`config.mk`:
```
export PLATFORM = sky130hd
export DESIGN_NAME = sbox_arbiter
export DESIGN_NICKNAME = d
export VERILOG_FILES = /design/src/rtl/sbox_arb_pkg.sv /design/src/rtl/SBox.sv /design/src/rtl/sbox_word.sv /design/src/rtl/sbox_arbiter.sv
export SDC_FILE = /design/constraint.sdc
export NUM_CORES = 1
export LEC_CHECK = 0
export ABC_AREA = 1
export CORE_UTILIZATION = 40
export DETAILED_ROUTE_END_ITERATION = 7
export PLACE_DENSITY = 0.72
export SYNTH_ARGS = -nofsm -noshare
export SYNTH_HDL_FRONTEND = slang
export SYNTH_HIERARCHICAL = 1
export SYNTH_SLANG_ARGS = --single-unit
```
`constraint.sdc`:
```
create_clock -name clk -period 3.5 [get_ports clk]
set_clock_uncertainty 0.2 [all_clocks]
set_input_delay 0.525 -clock clk [delete_from_list [all_inputs] [get_ports clk]]
set_output_delay 0.525 -clock clk [all_outputs]
set_load 0.01 [all_outputs]
```
`src/rtl/sbox_arb_pkg.sv`:
```
// Shared types and sizing for the S-box arbiter: FSM state encoding and lane geometry.
package sbox_arb_pkg;

    typedef enum logic [1:0] {
        IDLE   = 2'd0,
        KS_RUN = 2'd1,
        ST_RUN = 2'd2
    } arbState_t;

    localparam int NUM_LANES       = 4;
    localparam int WORDS_PER_STATE = 4;

endpackage

```
`src/rtl/SBox.sv`:
```
// AES forward S-box: one byte in, one substituted byte out, purely combinational.
module SBox (
    input  logic [7:0] byte_i,
    output logic [7:0] byte_o
);

    localparam logic [7:0] SBOX_TABLE [256] = '{
        8'h63, 8'h7c, 8'h77, 8'h7b, 8'hf2, 8'h6b, 8'h6f, 8'hc5, 8'h30, 8'h01, 8'h67, 8'h2b, 8'hfe, 8'hd7, 8'hab, 8'h76,
        8'hca, 8'h82, 8'hc9, 8'h7d, 8'hfa, 8'h59, 8'h47, 8'hf0, 8'had, 8'hd4, 8'ha2, 8'haf, 8'h9c, 8'ha4, 8'h72, 8'hc0,
        8'hb7, 8'hfd, 8'h93, 8'h26, 8'h36, 8'h3f, 8'hf7, 8'hcc, 8'h34, 8'ha5, 8'he5, 8'hf1, 8'h71, 8'hd8, 8'h31, 8'h15,
        8'h04, 8'hc7, 8'h23, 8'hc3, 8'h18, 8'h96, 8'h05, 8'h9a, 8'h07, 8'h12, 8'h80, 8'he2, 8'heb, 8'h27, 8'hb2, 8'h75,
        8'h09, 8'h83, 8'h2c, 8'h1a, 8'h1b, 8'h6e, 8'h5a, 8'ha0, 8'h52, 8'h3b, 8'hd6, 8'hb3, 8'h29, 8'he3, 8'h2f, 8'h84,
        8'h53, 8'hd1, 8'h00, 8'hed, 8'h20, 8'hfc, 8'hb1, 8'h5b, 8'h6a, 8'hcb, 8'hbe, 8'h39, 8'h4a, 8'h4c, 8'h58, 8'hcf,
        8'hd0, 8'hef, 8'haa, 8'hfb, 8'h43, 8'h4d, 8'h33, 8'h85, 8'h45, 8'hf9, 8'h02, 8'h7f, 8'h50, 8'h3c, 8'h9f, 8'ha8,
        8'h51, 8'ha3, 8'h40, 8'h8f, 8'h92, 8'h9d, 8'h38, 8'hf5, 8'hbc, 8'hb6, 8'hda, 8'h21, 8'h10, 8'hff, 8'hf3, 8'hd2,
        8'hcd, 8'h0c, 8'h13, 8'hec, 8'h5f, 8'h97, 8'h44, 8'h17, 8'hc4, 8'ha7, 8'h7e, 8'h3d, 8'h64, 8'h5d, 8'h19, 8'h73,
        8'h60, 8'h81, 8'h4f, 8'hdc, 8'h22, 8'h2a, 8'h90, 8'h88, 8'h46, 8'hee, 8'hb8, 8'h14, 8'hde, 8'h5e, 8'h0b, 8'hdb,
        8'he0, 8'h32, 8'h3a, 8'h0a, 8'h49, 8'h06, 8'h24, 8'h5c, 8'hc2, 8'hd3, 8'hac, 8'h62, 8'h91, 8'h95, 8'he4, 8'h79,
        8'he7, 8'hc8, 8'h37, 8'h6d, 8'h8d, 8'hd5, 8'h4e, 8'ha9, 8'h6c, 8'h56, 8'hf4, 8'hea, 8'h65, 8'h7a, 8'hae, 8'h08,
        8'hba, 8'h78, 8'h25, 8'h2e, 8'h1c, 8'ha6, 8'hb4, 8'hc6, 8'he8, 8'hdd, 8'h74, 8'h1f, 8'h4b, 8'hbd, 8'h8b, 8'h8a,
        8'h70, 8'h3e, 8'hb5, 8'h66, 8'h48, 8'h03, 8'hf6, 8'h0e, 8'h61, 8'h35, 8'h57, 8'hb9, 8'h86, 8'hc1, 8'h1d, 8'h9e,
        8'he1, 8'hf8, 8'h98, 8'h11, 8'h69, 8'hd9, 8'h8e, 8'h94, 8'h9b, 8'h1e, 8'h87, 8'he9, 8'hce, 8'h55, 8'h28, 8'hdf,
        8'h8c, 8'ha1, 8'h89, 8'h0d, 8'hbf, 8'he6, 8'h42, 8'h68, 8'h41, 8'h99, 8'h2d, 8'h0f, 8'hb0, 8'h54, 8'hbb, 8'h16
    };

    assign byte_o = SBOX_TABLE[byte_i];

endmodule

```
`src/rtl/sbox_word.sv`:
```
// One 32-bit substitution lane: four byte S-boxes, each byte keeps its position in the word.
module sbox_word
    import sbox_arb_pkg::*;
(
    input  logic [8*NUM_LANES-1:0] word_i,
    output logic [8*NUM_LANES-1:0] word_o
);

    for (genvar j = 0; j < NUM_LANES; j++) begin : gLane
        SBox uSBox (
            .byte_i (word_i[8*NUM_LANES-1-8*j -: 8]),
            .byte_o (word_o[8*NUM_LANES-1-8*j -: 8])
        );
    end

endmodule

```
`src/rtl/sbox_arbiter.sv`:
```
// Arbitrates one shared S-box lane between a key-schedule word requester and a 128-bit state requester.
// Define SBOX_ARB_RR_EN for round-robin tie breaking; otherwise the key schedule always wins a tie.
module sbox_arbiter
    import sbox_arb_pkg::*;
(
    input  logic         clk,
    input  logic         rst,

    input  logic         ks_req,
    input  logic [31:0]  ks_word,
    output logic         ks_gnt,
    output logic         ks_done,
    output logic [31:0]  ks_result,

    input  logic         st_req,
    input  logic [127:0] st_data,
    output logic         st_gnt,
    output logic         st_done,
    output logic [127:0] st_result,

    output logic         busy
);

    arbState_t    state_q;
    logic [1:0]   wordIdx_q;
    logic [31:0]  ksWord_q;
    logic [127:0] stData_q;
    logic [95:0]  stAcc_q;
    logic [95:0]  stAcc_d;
    logic [127:0] stResult_d;
    logic [31:0]  ksResult_q;
    logic [127:0] stResult_q;
    logic         ksDone_q;
    logic         stDone_q;
    logic         ksWins;
    logic [31:0]  laneIn;
    logic [31:0]  laneOut;

`ifdef SBOX_ARB_RR_EN
    logic         lastKs_q;

    // The requester not granted most recently wins a tie; flag starts at ST so KS wins the first one.
    always_ff @(posedge clk) begin
        if (rst) begin
            lastKs_q <= 1'b0;
        end else if (ks_gnt) begin
            lastKs_q <= 1'b1;
        end else if (st_gnt) begin
            lastKs_q <= 1'b0;
        end
    end

    assign ksWins = ks_req && (!st_req || !lastKs_q);
`else
    assign ksWins = ks_req;
`endif

    always_comb begin
        ks_gnt = 1'b0;
        st_gnt = 1'b0;
        if (!rst && state_q == IDLE) begin
            ks_gnt = ksWins;
            st_gnt = st_req && !ksWins;
        end
    end

    always_comb begin
        laneIn = ksWord_q;
        if (state_q == ST_RUN) begin
            case (wordIdx_q)
                2'd0:    laneIn = stData_q[127:96];
                2'd1:    laneIn = stData_q[95:64];
                2'd2:    laneIn = stData_q[63:32];
                default: laneIn = stData_q[31:0];
            endcase
        end
    end

    sbox_word uLane (
        .word_i (laneIn),
        .word_o (laneOut)
    );

    // Words accumulate off to the side so st_result only changes on its done pulse.
    assign stAcc_d    = {stAcc_q[63:0], laneOut};
    assign stResult_d = {stAcc_q, laneOut};

    always_ff @(posedge clk) begin
        if (rst) begin
            state_q    <= IDLE;
            wordIdx_q  <= 2'd0;
            ksWord_q   <= '0;
            stData_q   <= '0;
            stAcc_q    <= '0;
            ksResult_q <= '0;
            stResult_q <= '0;
            ksDone_q   <= 1'b0;
            stDone_q   <= 1'b0;
        end else begin
            ksDone_q <= 1'b0;
            stDone_q <= 1'b0;
            case (state_q)
                IDLE: begin
                    if (ks_gnt) begin
                        ksWord_q <= ks_word;
                        state_q  <= KS_RUN;
                    end else if (st_gnt) begin
                        stData_q <= st_data;
                        state_q  <= ST_RUN;
                    end
                end
                KS_RUN: begin
                    ksResult_q <= laneOut;
                    ksDone_q   <= 1'b1;
                    state_q    <= IDLE;
                end
                ST_RUN: begin
                    wordIdx_q <= wordIdx_q + 2'd1;
                    if (wordIdx_q == 2'(WORDS_PER_STATE - 1)) begin
                        stResult_q <= stResult_d;
                        stDone_q   <= 1'b1;
                        state_q    <= IDLE;
                    end else begin
                        stAcc_q <= stAcc_d;
                    end
                end
                default: state_q <= IDLE;
            endcase
        end
    end

    assign ks_done   = ksDone_q;
    assign st_done   = stDone_q;
    assign ks_result = ksResult_q;
    assign st_result = stResult_q;
    assign busy      = (state_q != IDLE);

endmodule
```
Word-level counts from Yosys, hierarchy flattened
Memory sizes are Yosys's and may differ from the RTL's.
Cells that the tools add are included.
W data, S select, Z words.
- mux-type cells: 18
- order comparisons: 4
- add/sub/neg operators: 1
- equality and inequality tests: 7
- reductions and logical operators: 13
- bitwise operators: 7
- operator list (kind ; count):
    $pmux W32 S3 ; 1
    $mux W8 ; 8
    $ge A9 B9 Y1 const B ; 4
    $not A8 Y9 ; 4
    $mux W32 ; 1
    $reduce_and A2 Y1 ; 4
    $eq A2 B2 Y1 const B ; 3
    $mux W2 ; 3
    $eq A2 B1 Y1 const B ; 2
    $logic_not A2 Y1 ; 2
    $mux W1 ; 4
    $pmux W2 S2 ; 1
    $ne A3 B3 Y1 const B ; 1
    $not A1 Y1 ; 3
    $reduce_and A3 Y1 ; 1
    $add A2 B1 Y2 const B ; 1
    $logic_and A1 B1 Y1 ; 2
    $logic_not A1 Y1 ; 2
    $ne A2 B1 Y1 const B ; 1
    $reduce_bool A2 Y1 ; 1
    $reduce_or A2 Y1 ; 1
- memory bits (read-only): 8192
- word-level logic and storage cells: 63
- memories: 4
- flip-flop bits (word level): 422
- output and inout bits: 165
- memories (name ; words ; bits a word ; read ports ; clocked after Yosys merged registers in ; write ports ; line ; text):
    (no name shown) ; 256 ; 8 ; 1 ; 0 ; 0 ; SBox.sv:26 ; assign byte_o = SBOX_TABLE[byte_i];
    (no name shown) ; 256 ; 8 ; 1 ; 0 ; 0 ; SBox.sv:26 ;
    (no name shown) ; 256 ; 8 ; 1 ; 0 ; 0 ; SBox.sv:26 ;
    (no name shown) ; 256 ; 8 ; 1 ; 0 ; 0 ; SBox.sv:26 ;

Logic depth before layout (Yosys ltp)
- depth in word-level cells: 7
- mapped depth: 23
- depth with buffers taken out: 21

Modules after synthesis
The synthesis kept the hierarchy.
- by module, submodules not included (module ; area an instance (µm²) ; instances ; cells each ; sequential area each (µm²)):
    sbox_arbiter ; 17640.7 ; 1 ; 2608 ; 8448.1
    SBox at uLane.gLane[0].uSBox ... ; 3128.0 ; 2 ; 636 ; 0.0
    SBox at uLane.gLane[2].uSBox ... ; 3093.0 ; 2 ; 635 ; 0.0

Worst setup path before layout
No wires, ideal clock.
- path type: register to register
- from: reg wordIdx_q[0]
- to: reg ksResult_q[21] (netlist: ks_result[21])
- stages on the path, launching flop included: 21
- data required time: 3.184 ns
- arrival time: 3.208 ns
- setup time: 0.116 ns
- clock period less this slack: 3.524 ns
- setup slack: -0.024 ns
- buffers on the path: 4
- cell sequence: dfxtp_1 -> ha_1 -> buf_2 -> buf_2 -> clkbuf_1 -> nand3_1 -> nand3_1 -> inv_1 -> ha_1 -> buf_4 -> inv_1 -> nand2_2 -> nand2_2 -> o21ai_0 -> nand2_1 -> nand3_1 -> nand3_1 -> nand3_1 -> nand2_1 -> o21ai_0 -> nor2_1
- word-level cells in the longest chain between the ends: 7
- RTL lines (item ; line ; text):
    from (decl) ; sbox_arbiter.sv:25 ; logic [1:0] wordIdx_q;
    from (signal assigned) ; sbox_arbiter.sv:118 ; wordIdx_q <= wordIdx_q + 2'd1;
    $eq A2 B2 Y1 (tied with other cells) ; sbox_arbiter.sv:70 ; case (wordIdx_q)
    $pmux W32 S3 (*) ; sbox_arbiter.sv:70 ;
    $mux W32 (*) ; sbox_arbiter.sv:69 ; if (state_q == ST_RUN) begin
    via laneIn[17] ; sbox_arbiter.sv:36 ; logic [31:0] laneIn;
    $not A8 Y9 (not written as such) (*) ; SBox.sv:26 ;
    $mem_v2 Z256 W8 (*) ; - ;
    $mux W8 (not written as such) (*) (2 in series) ; SBox.sv:26 ;
    via laneOut[21] ; sbox_arbiter.sv:37 ; logic [31:0] laneOut;
    to (signal assigned) ; sbox_arbiter.sv:113 ; ksResult_q <= laneOut;
    to (decl) ; sbox_arbiter.sv:31 ; logic [31:0] ksResult_q;
Mark *: on every way through the listed nets, which the timed path passes. The rest lies on a longest branch. The select of a mux whose other input is x is not followed.
A chain may end at the register's enable or synchronous reset.

Worst setup path in the final report
- from: reg wordIdx_q[0]
- to: reg stResult_q[27] (netlist: st_result[27])
- word-level cells in the longest chain between the ends: 7
- RTL lines (item ; line ; text):
    $eq A2 B2 Y1 (tied with other cells) ; sbox_arbiter.sv:70 ;
    $pmux W32 S3 (*) ; sbox_arbiter.sv:70 ;
    $mux W32 (*) ; sbox_arbiter.sv:69 ;
    via laneIn[27] ; sbox_arbiter.sv:36 ;
    $not A8 Y9 (not written as such) (*) ; SBox.sv:26 ;
    $mem_v2 Z256 W8 (*) ; - ;
    $mux W8 (not written as such) (*) (2 in series) ; SBox.sv:26 ;
    via laneOut[27] ; sbox_arbiter.sv:37 ;
    to (signal assigned) ; sbox_arbiter.sv:120 ; stResult_q <= stResult_d;
    to (decl) ; sbox_arbiter.sv:32 ; logic [127:0] stResult_q;
Marked as above.

==> results.sh <==
export IMPL_postLayoutCellArea_um2=40700
export IMPL_cp_top_family="simple AND/OR/NAND/NOR gates"
export IMPL_vias_per_cell=5.61
export IMPL_required_ns=3.83
export IMPL_use_met2_pct=59.8
export IMPL_path_common_cell="nand2_1"
export IMPL_hpwl_um=115000
export IMPL_drv_slew=0
export IMPL_crit_arrival_ns=3.76
export IMPL_final_cell_mix="nand2_1 (1630), nand3_1 (1103), buf_4 (561)"
export IMPL_grt_use_met3_pct=6.21
export IMPL_syn_nets=5378
export IMPL_preCtsSetupSlack_ns=-0.138
export IMPL_hold_start="rst"
export IMPL_fmax_mhz=291
export IMPL_grt_setup_unrepaired="true"
export IMPL_port_buffers=328
export IMPL_crit_buf_inv=6
export IMPL_cts_max_level=2
export IMPL_layout_drive_gt1_share_pct=17.2
export IMPL_initial_core_util_pct=40.4
export IMPL_synth_area_um2=30100
export IMPL_startpoint="wordIdx_q[0]"
export IMPL_drc=0
export IMPL_fin_hold_ws_ns=0.207
export IMPL_clock_root_buffer="clkbuf_16"
export IMPL_setup_ws_ns=0.0642
export IMPL_crit_path_cell_trace="buf_4 > ha_4 > buf_4 > buf_4 > nand3_1 > nand3_2 > buf_6 > buf_12 > nand2_2 > buf_4 > o21ai_0 > nand2_1 > nand2_1 > nand2_1 > nand2_1 > nand2_1 > nand2_1 > nand3_1 > a21oi_1"
export IMPL_setup_viol_count_final=0
export IMPL_busiest_layer="met2"
export IMPL_grt_pass1_vias=35500
export IMPL_synth_xor_area_share_pct=0
export IMPL_cp_slowest_cell="dfxtp_2"
export IMPL_drv_cap=0
export IMPL_synth_cells=5150
export IMPL_finalHoldViolCount=0
export IMPL_grt_overflow=0
export IMPL_synthSimpleGateAreaFrac_pct=51.8
export IMPL_peakVddDrop_mv=0.341
export IMPL_muxShareOfSynthArea_pct=0
export IMPL_drtIter0Drc=4262
export IMPL_fin_total_pwr_mw=16.2
export IMPL_grt_pass1_wl_um=226000
export IMPL_path_clk_slew_ns=0.06
export IMPL_cp_max_fo=19
export IMPL_start_kind="flop"
export IMPL_clockBufferDepth=3
export IMPL_dpl_instance_area_um2=38500
export IMPL_grtUsageMet1_pct=51.8
export IMPL_cts_buffers=46
export IMPL_relSlewSlack_pct=28.8
export IMPL_syn2layout_area_growth_pct=35.3
export IMPL_coreArea_um2=74400
export IMPL_min_period_over_period_pct=98.2
export IMPL_routedWlPerCell_um=22.4
export IMPL_critPathKind="reg2reg"
export IMPL_grt_max_degree=150
export IMPL_routed_wl_um=153000
export IMPL_worstReg2RegStart="wordIdx_q[0]"
export IMPL_pin_count=329
export IMPL_power_density_nw_per_um2=399
export IMPL_die_y_um=276
export IMPL_cts_tree="yes"
export IMPL_synth_seq_cells=422
export IMPL_rows=100
export IMPL_outcome="finished, final reports clean"
export IMPL_ys_seq_area_share_pct=28.1
export IMPL_max_stage_delay_ns=0.37
export IMPL_layout_commonest_cell="nand2_1"
export IMPL_dieWidth_um=276
export IMPL_grt_util_all_layers_pct=38.6
export IMPL_grt_antenna_before_repair=9
export IMPL_drtAntennaViolNets=0
export IMPL_synth_compound_area_share_pct=5.70
export IMPL_ys_types=33
export IMPL_vias=38200
export IMPL_synthAdderAreaFrac_pct=2.66
export IMPL_clock_sinks=422
export IMPL_drt_pass1_iter_count=6
export IMPL_nets=6021
export IMPL_post_route_min_period_ns=3.44
export IMPL_total_leakage_power_nw=19.4
export IMPL_critPathCaptureType="flop"
export IMPL_worst_pin_slew_ns=1.07
export IMPL_clk_latency_ns=0.60
export IMPL_syn_area_per_cell_um2=5.84
export IMPL_hp_class="in2reg"
export IMPL_postCtsHoldBufs=0
export IMPL_synth_top_family_by_area="simple AND/OR/NAND/NOR gates"
export IMPL_dieArea_um2=76300
export IMPL_ys_warn_count=6
export IMPL_place_congestion=1.02
logic make-up after synthesis:
logic type,Yosys count
simple gates,3558
fa+ha+maj,64
flops,422
compound gates,329
buf+inv,777
metrics by stage:
stage / instances / setup TNS (ns) / util [%]
after floorplan: 5150 / 0 / -
after global placement: 6701 / -1.67 / 51.7
after detailed placement: 6701 / -1.26 / 51.7
after CTS: 6784 / 0 / 53.7
after global routing: 6800 / -0.432 / 54.7
final: 6800 / 0 / 54.7
registers in the layout, summed over array words and instances (netlist names):
| signal | flops |
|---|---|
| stAcc_q | 96 |
| stData_q | 128 |
| ks_done | 1 |
| ks_result | 32 |
| wordIdx_q | 2 |
| st_result | 128 |
| st_done | 1 |
| state_q | 2 |
| ksWord_q | 32 |
power by group:
group,switching (mW),total [mW],internal (mW)
clock,2.13,4.86,2.73
sequential,0.166,5.17,5.01
combinational,3.81,6.22,2.41
total,6.11,16.2,10.1
synthesized netlist by cell type (all sizes together):
cell type  number  share of area [%]
a21oi         221                3.8
a31oi           4              0.083
buf           255                5.2
clkbuf        143                1.8
dfxtp         422                 28
ha             64                2.7
inv           379                4.8
nand2        1722                 22
nand3        1145                 19
nand3b          7               0.17
nand4         154                3.2
nor2          522                7.0
nor3            4               0.10
o211ai         12               0.30
o21a            4               0.10
o21ai          88                1.5
or2             4              0.083
routing by layer:
metal	up-vias	routed length (um)
li1	17900	-
met1	17800	63700
met2	2035	66400
met3	417	13600
met4	6	8930
met5	-	38
worst reg2reg max path, delay by kind of cell, from the launching register on:
family,cells,cell delay (ns)
and+or+nand+nor,10,1.24
DFF,1,0.37
adders and majority gates,1,0.16
buffers and inverters,6,1.09
AOI/OAI and AO/OA,2,0.31
what timing repair did:
item	CTS	global route
pin swaps	0	18
hold endpoints to repair	0	0
setup endpoints to repair	37	95
setup buffers	0	11
gates cloned	0	2
gates resized for setup	12	165
cell type report:
| class | instances | area [um2] |
|---|---|---|
| clock inverter | 21 | 143 |
| clock buffer | 62 | 1350 |
| sequential | 422 | 8450 |
| antenna | 3 | 7.51 |
| tap | 969 | 1210 |
| timing repair buffer | 991 | 9350 |
| inverter | 379 | 1470 |
| multi-input combinational | 3953 | 18700 |
| fill | 7412 | 33700 |
final timing paths:
| check | endpoint | slack, ns | cells after the start |
|---|---|---|---|
| setup reg to reg | st_result[27] | 0.06 | 19 |
| hold / removal | st_result[3] | 0.21 | 2 |
| setup / recovery | st_result[27] | 0.06 | 19 |
| hold reg to reg | st_result[86] | 0.26 | 2 |
(Power assumes the default switching activity.)
